File: src/rtl/w1_trans_seq.sv
// Digit-serial transform: applies a per-digit 2-bit operation to A and B,
// L digits per cycle, building the result in w1 with a guard digit on top.
module w1_trans_seq #(
  parameter int unsigned P         = 33,
  parameter int unsigned L         = 4,
  parameter logic [1:0]  EXT_DIGIT = 2'b01
) (
  input  logic             clk,
  input  logic             rst,
  input  logic             in_valid,
  output logic             in_ready,
  input  logic [1:0]       mode,
  input  logic [2*P-1:0]   a,
  input  logic [2*P-1:0]   b,
  output logic             out_valid,
  input  logic             out_ready,
  output logic [2*P+1:0]   w1,
  output logic             busy
);

  localparam int unsigned N  = (P + L - 1) / L;
  localparam int unsigned CW = (N > 1) ? $clog2(N) : 1;

  typedef enum logic [1:0] {IDLE, RUN, DONE} state_t;

  state_t           state_q, state_d;
  logic [CW-1:0]    cnt_q, cnt_d;
  logic [2*P-1:0]   a_q, a_d, b_q, b_d;
  logic [1:0]       mode_q, mode_d;
  logic [2*P+1:0]   w1_d;

  // Carry-free digit operation; 2-bit arithmetic wraps mod 4 naturally.
  function automatic logic [1:0] digit_op(input logic [1:0] m,
                                          input logic [1:0] x,
                                          input logic [1:0] y);
    case (m)
      2'd0:    digit_op = x + y;
      2'd1:    digit_op = x - y;
      2'd2:    digit_op = x * y;
      default: digit_op = (x > y) ? x : y;
    endcase
  endfunction

  // Next-state and datapath; digit i belongs to chunk i/L, so positions
  // beyond P in the last chunk simply do not exist.
  always_comb begin
    state_d = state_q;
    cnt_d   = cnt_q;
    a_d     = a_q;
    b_d     = b_q;
    mode_d  = mode_q;
    w1_d    = w1;
    case (state_q)
      IDLE: begin
        if (in_valid && in_ready) begin
          a_d     = a;
          b_d     = b;
          mode_d  = mode;
          w1_d    = {EXT_DIGIT, {(2*P){1'b0}}};
          cnt_d   = '0;
          state_d = RUN;
        end
      end
      RUN: begin
        for (int i = 0; i < int'(P); i++) begin
          if (cnt_q == CW'(i / int'(L)))
            w1_d[2*i +: 2] = digit_op(mode_q, a_q[2*i +: 2], b_q[2*i +: 2]);
        end
        if (cnt_q == CW'(N - 1)) state_d = DONE;
        else                     cnt_d   = cnt_q + CW'(1);
      end
      DONE: begin
        if (out_ready) state_d = IDLE;
      end
      default: state_d = IDLE;
    endcase
  end

  // State, datapath and registered status flags.
  always_ff @(posedge clk) begin
    if (rst) begin
      state_q   <= IDLE;
      cnt_q     <= '0;
      a_q       <= '0;
      b_q       <= '0;
      mode_q    <= '0;
      w1        <= '0;
      in_ready  <= 1'b1;
      out_valid <= 1'b0;
      busy      <= 1'b0;
    end else begin
      state_q   <= state_d;
      cnt_q     <= cnt_d;
      a_q       <= a_d;
      b_q       <= b_d;
      mode_q    <= mode_d;
      w1        <= w1_d;
      in_ready  <= (state_d == IDLE);
      out_valid <= (state_d == DONE);
      busy      <= (state_d != IDLE);
    end
  end

endmodule

File: config.mk
export PLATFORM = sky130hd
export DESIGN_NAME = w1_trans_seq
export DESIGN_NICKNAME = d
export VERILOG_FILES = /design/src/rtl/w1_trans_seq.sv
export SDC_FILE = /design/constraint.sdc
export NUM_CORES = 1
export LEC_CHECK = 0
export CAP_MARGIN = 15
export CORE_ASPECT_RATIO = 1.4
export CORE_UTILIZATION = 30
export CTS_BUF_LIST = sky130_fd_sc_hd__clkbuf_8
export CTS_CLUSTER_SIZE = 20
export DETAILED_ROUTE_END_ITERATION = 7
export GPL_TIMING_DRIVEN = 1
export PLACE_DENSITY = 0.49
export SLEW_MARGIN = 10
export SYNTH_ARGS = -nofsm -noshare
export SYNTH_HDL_FRONTEND = slang
export SYNTH_SLANG_ARGS = --single-unit
File: constraint.sdc
create_clock -name clk -period 2.3 [get_ports clk]
set_input_delay 0.69 -clock clk [delete_from_list [all_inputs] [get_ports clk]]
set_output_delay 0.69 -clock clk [all_outputs]
set_load 0.01 [all_outputs]
==> results of run 1 <==
## registers in the layout, summed over array words and instances, names as in the netlist
name,cells
a_q,66
b_q,66
busy,1
cnt_q,4
in_ready,1
mode_q,2
out_valid,1
state_q,2
w1,67
## synthesized netlist by cell type (all sizes together) (3+ instances only)
library cell | number | area share [%]
and3 | 4 | 0.20
inv | 103 | 3.1
o311a | 32 | 2.6
nor2 | 38 | 1.2
fa | 33 | 5.3
xnor2 | 66 | 4.6
mux4 | 33 | 6.0
a21oi | 140 | 5.6
and3b | 3 | 0.21
a22oi | 32 | 1.9
nor2b | 33 | 1.7
nand3 | 10 | 0.40
ha | 103 | 10
clkbuf | 53 | 1.7
buf | 28 | 1.4
or3 | 3 | 0.15
o21ai | 98 | 3.9
o211ai | 34 | 2.0
a211oi | 8 | 1.3
nand3b | 5 | 0.30
dfxtp | 210 | 34
nand2 | 370 | 11
## power groups by stage
stage	sequential (uW)	clock, uW	combinational, uW
2_1_floorplan	4050	0	1340
3_3_place_gp	4120	0	2000
3_5_place_dp	4120	0	2070
4_1_cts	4040	4000	2080
5_1_grt	4080	4160	2310
6_report	4040	3830	2030
## final cells by class
| type | count | area, um2 |
|---|---|---|
| Fill cell | 4235 | 25000 |
| Multi-Input combinational cell | 1061 | 7530 |
| Inverter | 103 | 387 |
| Antenna cell | 2 | 5.00 |
| Clock inverter | 14 | 58.8 |
| Clock buffer | 56 | 771 |
| Timing Repair Buffer | 247 | 2590 |
| Sequential cell | 210 | 4210 |
| Tap cell | 540 | 676 |
## per-layer routing
metal,GRT usage (%),up-vias
met1,18.7,5082
li1,-,5353
met2,29.5,212
met5,0,-
met3,3.85,73
met4,7.20,4
## logic make-up after synthesis
family,count (synthesis)
AND/OR/NAND/NOR,476
AO/OA/AOI/OAI,349
flip-flops,210
buffers and inverters,184
adder cells (fa/ha/maj),136
XOR/XNOR,66
multiplexers,33
other,1
## metrics by stage
stage / std cells / power, uW / utilization, % / hold slack [ns]
2_1_floorplan: 1455 / 5390 / - / 0.449
3_3_place_gp: 2161 / 6120 / 37.4 / 0.435
3_5_place_dp: 2161 / 6190 / 37.4 / 0.450
4_1_cts: 2231 / 10100 / 39.4 / 0.464
5_1_grt: 2232 / 10500 / 39.4 / 0.494
6_report: 2233 / 9900 / 39.4 / 0.457
## what timing repair did
item                       4_1_cts  5_1_grt
hold buffers                     0        0
gates resized for setup          1        1
setup endpoints to repair        1        1
## path summary, 6_finish.rpt
kind,startpoint,endpoint,slack (ns),cells after the start
worst max-delay path,w1[14],w1[14],0.1,1
worst min-delay path,w1[53],w1[53],0.46,2
worst max register to register,a_q[64],w1[65],0.47,5
worst min register to register,w1[53],w1[53],0.46,2
==> metrics.md, run 1 <==
| Metric | Value |
|---|---|
| Detailed-route wire length on metal 1 | `14000 um` |
| Wirelength per Cell | `15.5 um` |
| Post-synthesis share of cell area spent on and, or, nand and nor gates | `16.3%` |
| RePlAce Congestion | `0.762` |
| Mean cell area of the mapped netlist | `8.58 um2` |
| Worst setup slack after placement | `-0.0728 ns` |
| Uppermost routed layer | `met5` |
| Final setup fails | `0` |
| Share of synthesized cell area in full adder, half adder and majority cells | `15.6%` |
| Clock share of power | `38.7%` |
| Post-synth design cell area | `0.0125 mm2` |
| Post-route cell area | `0.0162 mm2` |
| Number of I/O pins | `209` |
| Area growth from synthesis to layout | `29.9%` |
| Clock edge transition at the registers on the reported setup and hold paths | `0.06 ns` |
| Worst-path cell chain | `clkdlybuf4s50_1` |
| Clk sink count | `210` |
| Wire length on met3 | `1890 um` |
| Result of the run | `finished with violations` |
| CP delay by family, top | `buffers and inverters` |
| VDD IR-drop max | `0.280 mV` |
| # Post-CTS Setup Buffers | `0` |
| Estimated wirelength of the detail-placed design | `25800 um` |
| Number of placement rows | `88` |
| Total power density per cell area | `610 mW/mm2` |
| RSZ-0062 raised after global routing | `false` |
| Wire length of the first global-routing pass | `56500 um` |
| Number of antenna violations at the first check in global routing | `3` |
| Largest incremental delay on the critical path | `0.60 ns` |
| Starting density of the core | `30.3%` |
| DR DRC count | `4` |
| Worst-margin pin slew | `0.503 ns` |
| EDFF count, synth | `0` |
| Fraction of the mapped netlist area in compound gates | `17.7%` |
| DRT Pass-1 Iters | `6` |
| GRT overflow | `0` |
| Main combinational cell family by area after synthesis | `compound AO/OA/AOI/OAI gates` |
| Via count of the first global-routing pass | `11000` |
| Count of synthesis-stage warnings from yosys | `0` |
| CTS root buf | `clkbuf_8` |
| Maximum clock frequency | `454 MHz` |
| CTS H-tree lvls | `2` |
| Slew headroom | `66.4%` |
| Violated checks | `DRC` |
| Net load switching power | `2900 uW` |
| Number of vias per cell | `4.80` |
| Largest driver fanout on the critical path | `2` |
| XOR/XNOR share of the synthesized area | `4.63%` |
| Worst skew pair latency | `0.56 ns` |
| Share of cell area taken by muxes after synthesis | `5.95%` |
| Layout Skew | `0.0143 ns` |
| Portion of the post-synthesis area used by sequential elements | `33.7%` |
| Final wirelength | `34700 um` |
| Maximum number of pins on one net before global-route repair | `50` |
| Placement Cell Area | `0.0154 mm2` |
| Total routing usage reported by global routing | `16.6%` |
| Asr flop ratio synth | `0%` |
| Routed length on met2 | `17500 um` |
| Critical-path top delay cell | `clkdlybuf4s50_1` |
| Ys flop type | `dfxtp_1` |
| Core outline area | `0.0412 mm2` |
| Final #Nets | `1937` |
| Number of max-capacitance violations reported | `0` |
| Cell count after synthesis | `1455` |
| Post-synthesis sequential element count | `210` |
| Fraction of power consumed by sequential logic | `40.8%` |
| Gate power share | `20.5%` |
| Vias after detailed routing | `10700` |
| Number of endpoints with negative hold slack in the final report | `0` |
| Period utilization | `95.7%` |
| Leading cell type in the layout, fill and taps excluded | `nand2_1` |
| Worst Path Required | `1.61 ns` |
| Count of final max-slew check failures | `0` |
| Area of the die | `0.0425 mm2` |
| Setup_tns | `0 ns` |
| Final Worst Setup Slack | `0.0994 ns` |
| CTS Buffer Depth | `3` |
| Proportion of layout cells with a drive suffix above 1 | `9.05%` |
| Post-layout min period | `2.20 ns` |
| Height of the chip | `243 um` |
| Worst min-delay path category | `flip-flop to flip-flop` |
| Number of routed nets with antenna violations | `0` |
| Synth Net Count | `1729` |
| Internal Pwr Total | `7000 uW` |
| Clock tree from TritonCTS | `done` |
| Commonest cells after routing, fill and taps aside | `nand2_1, dfxtp_1, clkdlybuf4s50_1` |
| Buffers added on ports | `207` |
| Leakage | `0.00581 uW` |
| WP buf/inv | `1` |
| DR iter-0 viols | `432` |
| Number of CTS-inserted buffers | `40` |
| Critical path arrival | `1.51 ns` |
| Critical Path Source Type | `flip-flop` |
| X dimension of the die | `174 um` |
| CP Class | `flip-flop to primary output` |
| Sw frac | `29.3%` |
| Type of element capturing the critical path | `primary output` |
| Number of distinct library cells after synthesis | `43` |
(Power assumes the default switching activity.)
==> inputs of run 2 (changes only) <==
--- a/config.mk
+++ b/config.mk
@@ -7,2 +7,3 @@
 export LEC_CHECK = 0
+export ABC_CLOCK_PERIOD_IN_PS = 2300
 export CAP_MARGIN = 15
--- a/constraint.sdc
+++ b/constraint.sdc
@@ -3,2 +3,2 @@
 set_output_delay 0.69 -clock clk [all_outputs]
-set_load 0.01 [all_outputs]
+set_load 0.02 [all_outputs]
==> run 2 against run 1 <==
Effect of this change:
- the flow still finishes with violations (DRC)
- utilization hardly changed
- wire length hardly changed
- critical path depth stayed put
- design area hardly changed
- highest routed layer unchanged
==> metrics.md, run 2 (synthesized netlist as in run 1, its figures left out) <==
| Metric | Value |
|---|---|
| Result of the run | `finished with violations` |
| Violated checks | `DRC` |
| Worst min-delay path category | `flip-flop to flip-flop` |
| CTS Buffer Depth | `3` |
| Number of antenna violations at the first check in global routing | `3` |
| Critical path arrival | `1.56 ns` |
| Final wirelength | `34700 um` |
| Type of element capturing the critical path | `primary output` |
| Slew headroom | `66.4%` |
| Worst skew pair latency | `0.56 ns` |
| VDD IR-drop max | `0.280 mV` |
| Clock tree from TritonCTS | `done` |
| Core outline area | `0.0412 mm2` |
| Count of final max-slew check failures | `0` |
| GRT overflow | `0` |
| Clk sink count | `210` |
| Count of hold buffers inserted by post-cts repair | `0` |
| Layout Skew | `0.0144 ns` |
| Proportion of layout cells with a drive suffix above 1 | `9.05%` |
| Total routing usage reported by global routing | `16.6%` |
| Final #Nets | `1937` |
| Final Power | `9910 uW` |
| Area growth from synthesis to layout | `30.0%` |
| Via count of the first global-routing pass | `11000` |
| Number of max-capacitance violations reported | `0` |
| Number of I/O pins | `209` |
| Maximum clock frequency | `445 MHz` |
| Critical-path top delay cell | `clkdlybuf4s50_1` |
| Final std cells w/o fill | `2233` |
| Critical Path Source Type | `flip-flop` |
| Post-layout min period | `2.25 ns` |
| Wire length of the first global-routing pass | `56500 um` |
| Area of the die | `0.0425 mm2` |
| Number of routed nets with antenna violations | `0` |
| Leading cell type in the layout, fill and taps excluded | `nand2_1` |
| Vias after detailed routing | `10700` |
| Worst-margin pin slew | `0.503 ns` |
| Number of placement rows | `88` |
| RePlAce Congestion | `0.762` |
| Count of placed standard cells including taps | `2161` |
| X dimension of the die | `174 um` |
| Final setup fails | `0` |
| Number of vias per cell | `4.80` |
| Buffers added on ports | `207` |
| Largest registers ranked by flip-flop count | `w1: 67 flops, a_q: 66 flops, b_q: 66 flops` |
| Total power density per cell area | `611 mW/mm2` |
| Post-route cell area | `0.0162 mm2` |
| RSZ-0062 raised after global routing | `false` |
| Worst Hold Slack | `0.457 ns` |
| Largest incremental delay on the critical path | `0.62 ns` |
| CP delay by family, top | `buffers and inverters` |
| Commonest cells after routing, fill and taps aside | `nand2_1, dfxtp_1, clkdlybuf4s50_1` |
| Maximum number of pins on one net before global-route repair | `50` |
| Worst Path Required | `1.61 ns` |
| DR iter-0 viols | `442` |
| Clock edge transition at the registers on the reported setup and hold paths | `0.06 ns` |
| Post-layout utilization of the core | `39.4%` |
| Largest driver fanout on the critical path | `2` |
| Number of endpoints with negative hold slack in the final report | `0` |
| Leakage | `0.00605 uW` |
| Starting density of the core | `30.3%` |
| Number of CTS-inserted buffers | `40` |
| CTS root buf | `clkbuf_8` |
| Placement Cell Area | `0.0154 mm2` |
| Estimated wirelength of the detail-placed design | `25800 um` |
| Largest register FFs | `67` |
| Top reg by flops | `w1` |
| Wirelength per Cell | `15.5 um` |
| WP buf/inv | `1` |
| Period utilization | `97.8%` |
| DRT Pass-1 Iters | `6` |
| Height of the chip | `243 um` |
| CP Class | `flip-flop to primary output` |
| DR DRC count | `4` |
| CTS H-tree lvls | `2` |
| Worst-path cell chain | `clkdlybuf4s50_1` |
## run 2: repair_timing
action,in CTS,in global routing
setup buffers,0,0
gates cloned,0,0
endpoints found under the setup margin,14,10
gates resized for setup,14,10
## run 2: layout make-up
cell class | count | area, um2
well taps | 540 | 676
clock buffers | 56 | 771
clock inverters | 14 | 58.8
multi-input cells | 1061 | 7530
fillers | 4234 | 24900
repair buffers | 247 | 2590
flip-flops and latches | 210 | 4210
inverters | 103 | 387
diodes | 2 | 5.00
## run 2: worst paths after layout
kind | start | end | slack [ns] | cells past startpoint
hold reg to reg | w1[53] | w1[53] | 0.46 | 2
setup / recovery | w1[50] | w1[50] | 0.05 | 1
setup reg to reg | a_q[64] | w1[65] | 0.44 | 5
hold / removal | w1[53] | w1[53] | 0.46 | 2
## run 2: metrics by stage
step / TNS (ns) / setup slack [ns]
2_1_floorplan: 0 / 0.384
3_3_place_gp: -0.128 / -0.0508
3_5_place_dp: -0.679 / -0.0728
4_1_cts: 0 / 0.000495
5_1_grt: 0 / 0.00149
6_report: 0 / 0.0508
## run 2: per-layer routing
metal	track usage [%]	up-vias	wire length, um
li1	-	5356	-
met1	18.7	5079	13900
met2	29.5	217	17600
met3	3.85	69	1960
met4	7.20	4	1250
met5	0	-	24
## run 2: power breakdown
group	switching (uW)	total [uW]	internal (uW)
registers	218	4040	3820
logic	1010	2040	1030
clock network	1680	3830	2150
==> inputs of run 3 (changes only) <==
REMOVE_ABC_BUFFERS = 1   (was default)
==> run 3 against run 2 <==
Effect of this change:
- the flow now finishes without violations
- clock skew increased by 0.0020 ns
- global-route usage is 0.64 points lower
- via count down 0.70%
- final cell count about the same
- clock power is 6.8% lower
- sequential share of layout area is 0.20 points higher
- combinational power barely moved
- hold slack worse by 0.011 ns
- sequential power is essentially flat
- flip-flop and latch count unchanged
- count of clock-buffer cells in the layout shrank 7
- highest routed layer unchanged
==> metrics.md, run 3 (synthesized netlist as in run 1, its figures left out) <==
| Metric | Value |
|---|---|
| Largest registers ranked by flip-flop count | `w1: 67 flops, a_q: 66 flops, b_q: 66 flops` |
| Post-layout utilization of the core | `39.1%` |
| Largest register FFs | `67` |
| Worst-margin pin slew | `0.666 ns` |
| Maximum clock frequency | `446 MHz` |
| Wirelength per Cell | `15.1 um` |
| Final setup fails | `0` |
| Worst Hold Slack | `0.446 ns` |
| Layout Skew | `0.0164 ns` |
| Number of antenna violations at the first check in global routing | `2` |
| Number of placement rows | `88` |
| Clock edge transition at the registers on the reported setup and hold paths | `0.06 ns` |
| Number of vias per cell | `4.77` |
| Wire length of the first global-routing pass | `54500 um` |
| CTS root buf | `clkbuf_8` |
| Final wirelength | `33700 um` |
| Number of endpoints with negative hold slack in the final report | `0` |
| Post-layout min period | `2.24 ns` |
| Starting density of the core | `30.3%` |
| Total power density per cell area | `598 mW/mm2` |
| RSZ-0062 raised after global routing | `false` |
| Top reg by flops | `w1` |
| Buffers added on ports | `207` |
| Via count of the first global-routing pass | `10800` |
| Worst Path Required | `1.61 ns` |
| Leading cell type in the layout, fill and taps excluded | `nand2_1` |
| Result of the run | `complete, no violations` |
| Vias after detailed routing | `10700` |
| DR iter-0 viols | `400` |
| DRT Pass-1 Iters | `5` |
| Type of element capturing the critical path | `primary output` |
| Count of hold buffers inserted by post-cts repair | `0` |
| X dimension of the die | `174 um` |
| Area of the die | `0.0425 mm2` |
| DR DRC count | `0` |
| Height of the chip | `243 um` |
| Estimated wirelength of the detail-placed design | `24800 um` |
| VDD IR-drop max | `0.319 mV` |
| Largest driver fanout on the critical path | `2` |
| Critical-path top delay cell | `clkdlybuf4s50_1` |
| WP buf/inv | `1` |
| Worst skew pair latency | `0.56 ns` |
| CP delay by family, top | `buffers and inverters` |
| Critical Path Source Type | `flip-flop` |
| Period utilization | `97.4%` |
| # Post-CTS Setup Buffers | `0` |
| Leakage | `0.00595 uW` |
| Clock tree from TritonCTS | `done` |
| RePlAce Congestion | `0.750` |
| Clk sink count | `210` |
| GRT overflow | `0` |
| Area growth from synthesis to layout | `29.0%` |
| Number of CTS-inserted buffers | `40` |
| Total routing usage reported by global routing | `15.9%` |
| CTS H-tree lvls | `2` |
| Core outline area | `0.0412 mm2` |
| Critical path arrival | `1.55 ns` |
| Count of final max-slew check failures | `0` |
| Worst-path cell chain | `clkdlybuf4s50_1` |
| Number of routed nets with antenna violations | `0` |
| Number of I/O pins | `209` |
| Worst min-delay path category | `flip-flop to flip-flop` |
| Largest incremental delay on the critical path | `0.62 ns` |
| CP Class | `flip-flop to primary output` |
| Final #Nets | `1936` |
| CTS Buffer Depth | `3` |
| Maximum number of pins on one net before global-route repair | `61` |
| Number of max-capacitance violations reported | `0` |
| Slew headroom | `55.6%` |
| Commonest cells after routing, fill and taps aside | `nand2_1, dfxtp_1, clkdlybuf4s50_1` |
| Proportion of layout cells with a drive suffix above 1 | `8.70%` |
[run 3: worst reg2reg max path, cell delays in order (launching register included)]
cell and delay (ns):
dfxtp_1 0.40, inv_1 0.09, ha_1 0.21, fa_1 0.43, mux4_2 0.48, o21ai_0 0.15
[run 3: power by group]
part	switching, uW	leakage (uW)	internal (uW)
combinational	1000	0.00379	1020
sequential	212	0.00171	3820
clock	1650	0.000447	1920
total	2870	0.00595	6760
[run 3: timing repair]
item | in CTS | in global routing
setup endpoints to repair | 17 | 6
gates resized for setup | 17 | 6
gates cloned | 0 | 0
[run 3: final cells by class]
cell class              instances  area [um2]
fillers                      4273       25100
inverters                     103         387
diodes                          1        2.50
flip-flops and latches        210        4210
multi-input cells            1061        7530
well taps                     540         676
clock inverters                21        92.6
repair buffers                246        2530
clock buffers                  49         674
[run 3: metrics by stage]
step	TNS, ns	setup WS (ns)	area [um2]	cells	total power [uW]
after floorplan	-249.88	-1.65	12100	1374	5320
after global placement	-1.34	-0.0555	15300	2160	6110
after detailed placement	-3.54	-0.0764	15300	2160	6180
after CTS	0	0.000410	16100	2230	9850
after global routing	0	0.00117	16100	2231	10300
final	0	0.0597	16100	2231	9630
[run 3: path summary, 6_finish.rpt]
check                           depth (start not counted)  slack [ns]    start  endpoint
worst max-delay path                                    1        0.06   w1[62]    w1[62]
worst min-delay path                                    2        0.45   w1[43]    w1[43]
worst min register to register                          2        0.45   w1[43]    w1[43]
worst max register to register                          5        0.49  a_q[16]    w1[17]
[run 3: per-layer routing]
| layer | share of wire, % | track usage [%] | up-vias |
|---|---|---|---|
| li1 | - | - | 5344 |
| met1 | 41 | 18.1 | 5074 |
| met2 | 52 | 29.6 | 184 |
| met3 | 4.6 | 3.03 | 46 |
| met4 | 2.2 | 4.95 | 2 |
| met5 | 0.036 | 0 | - |
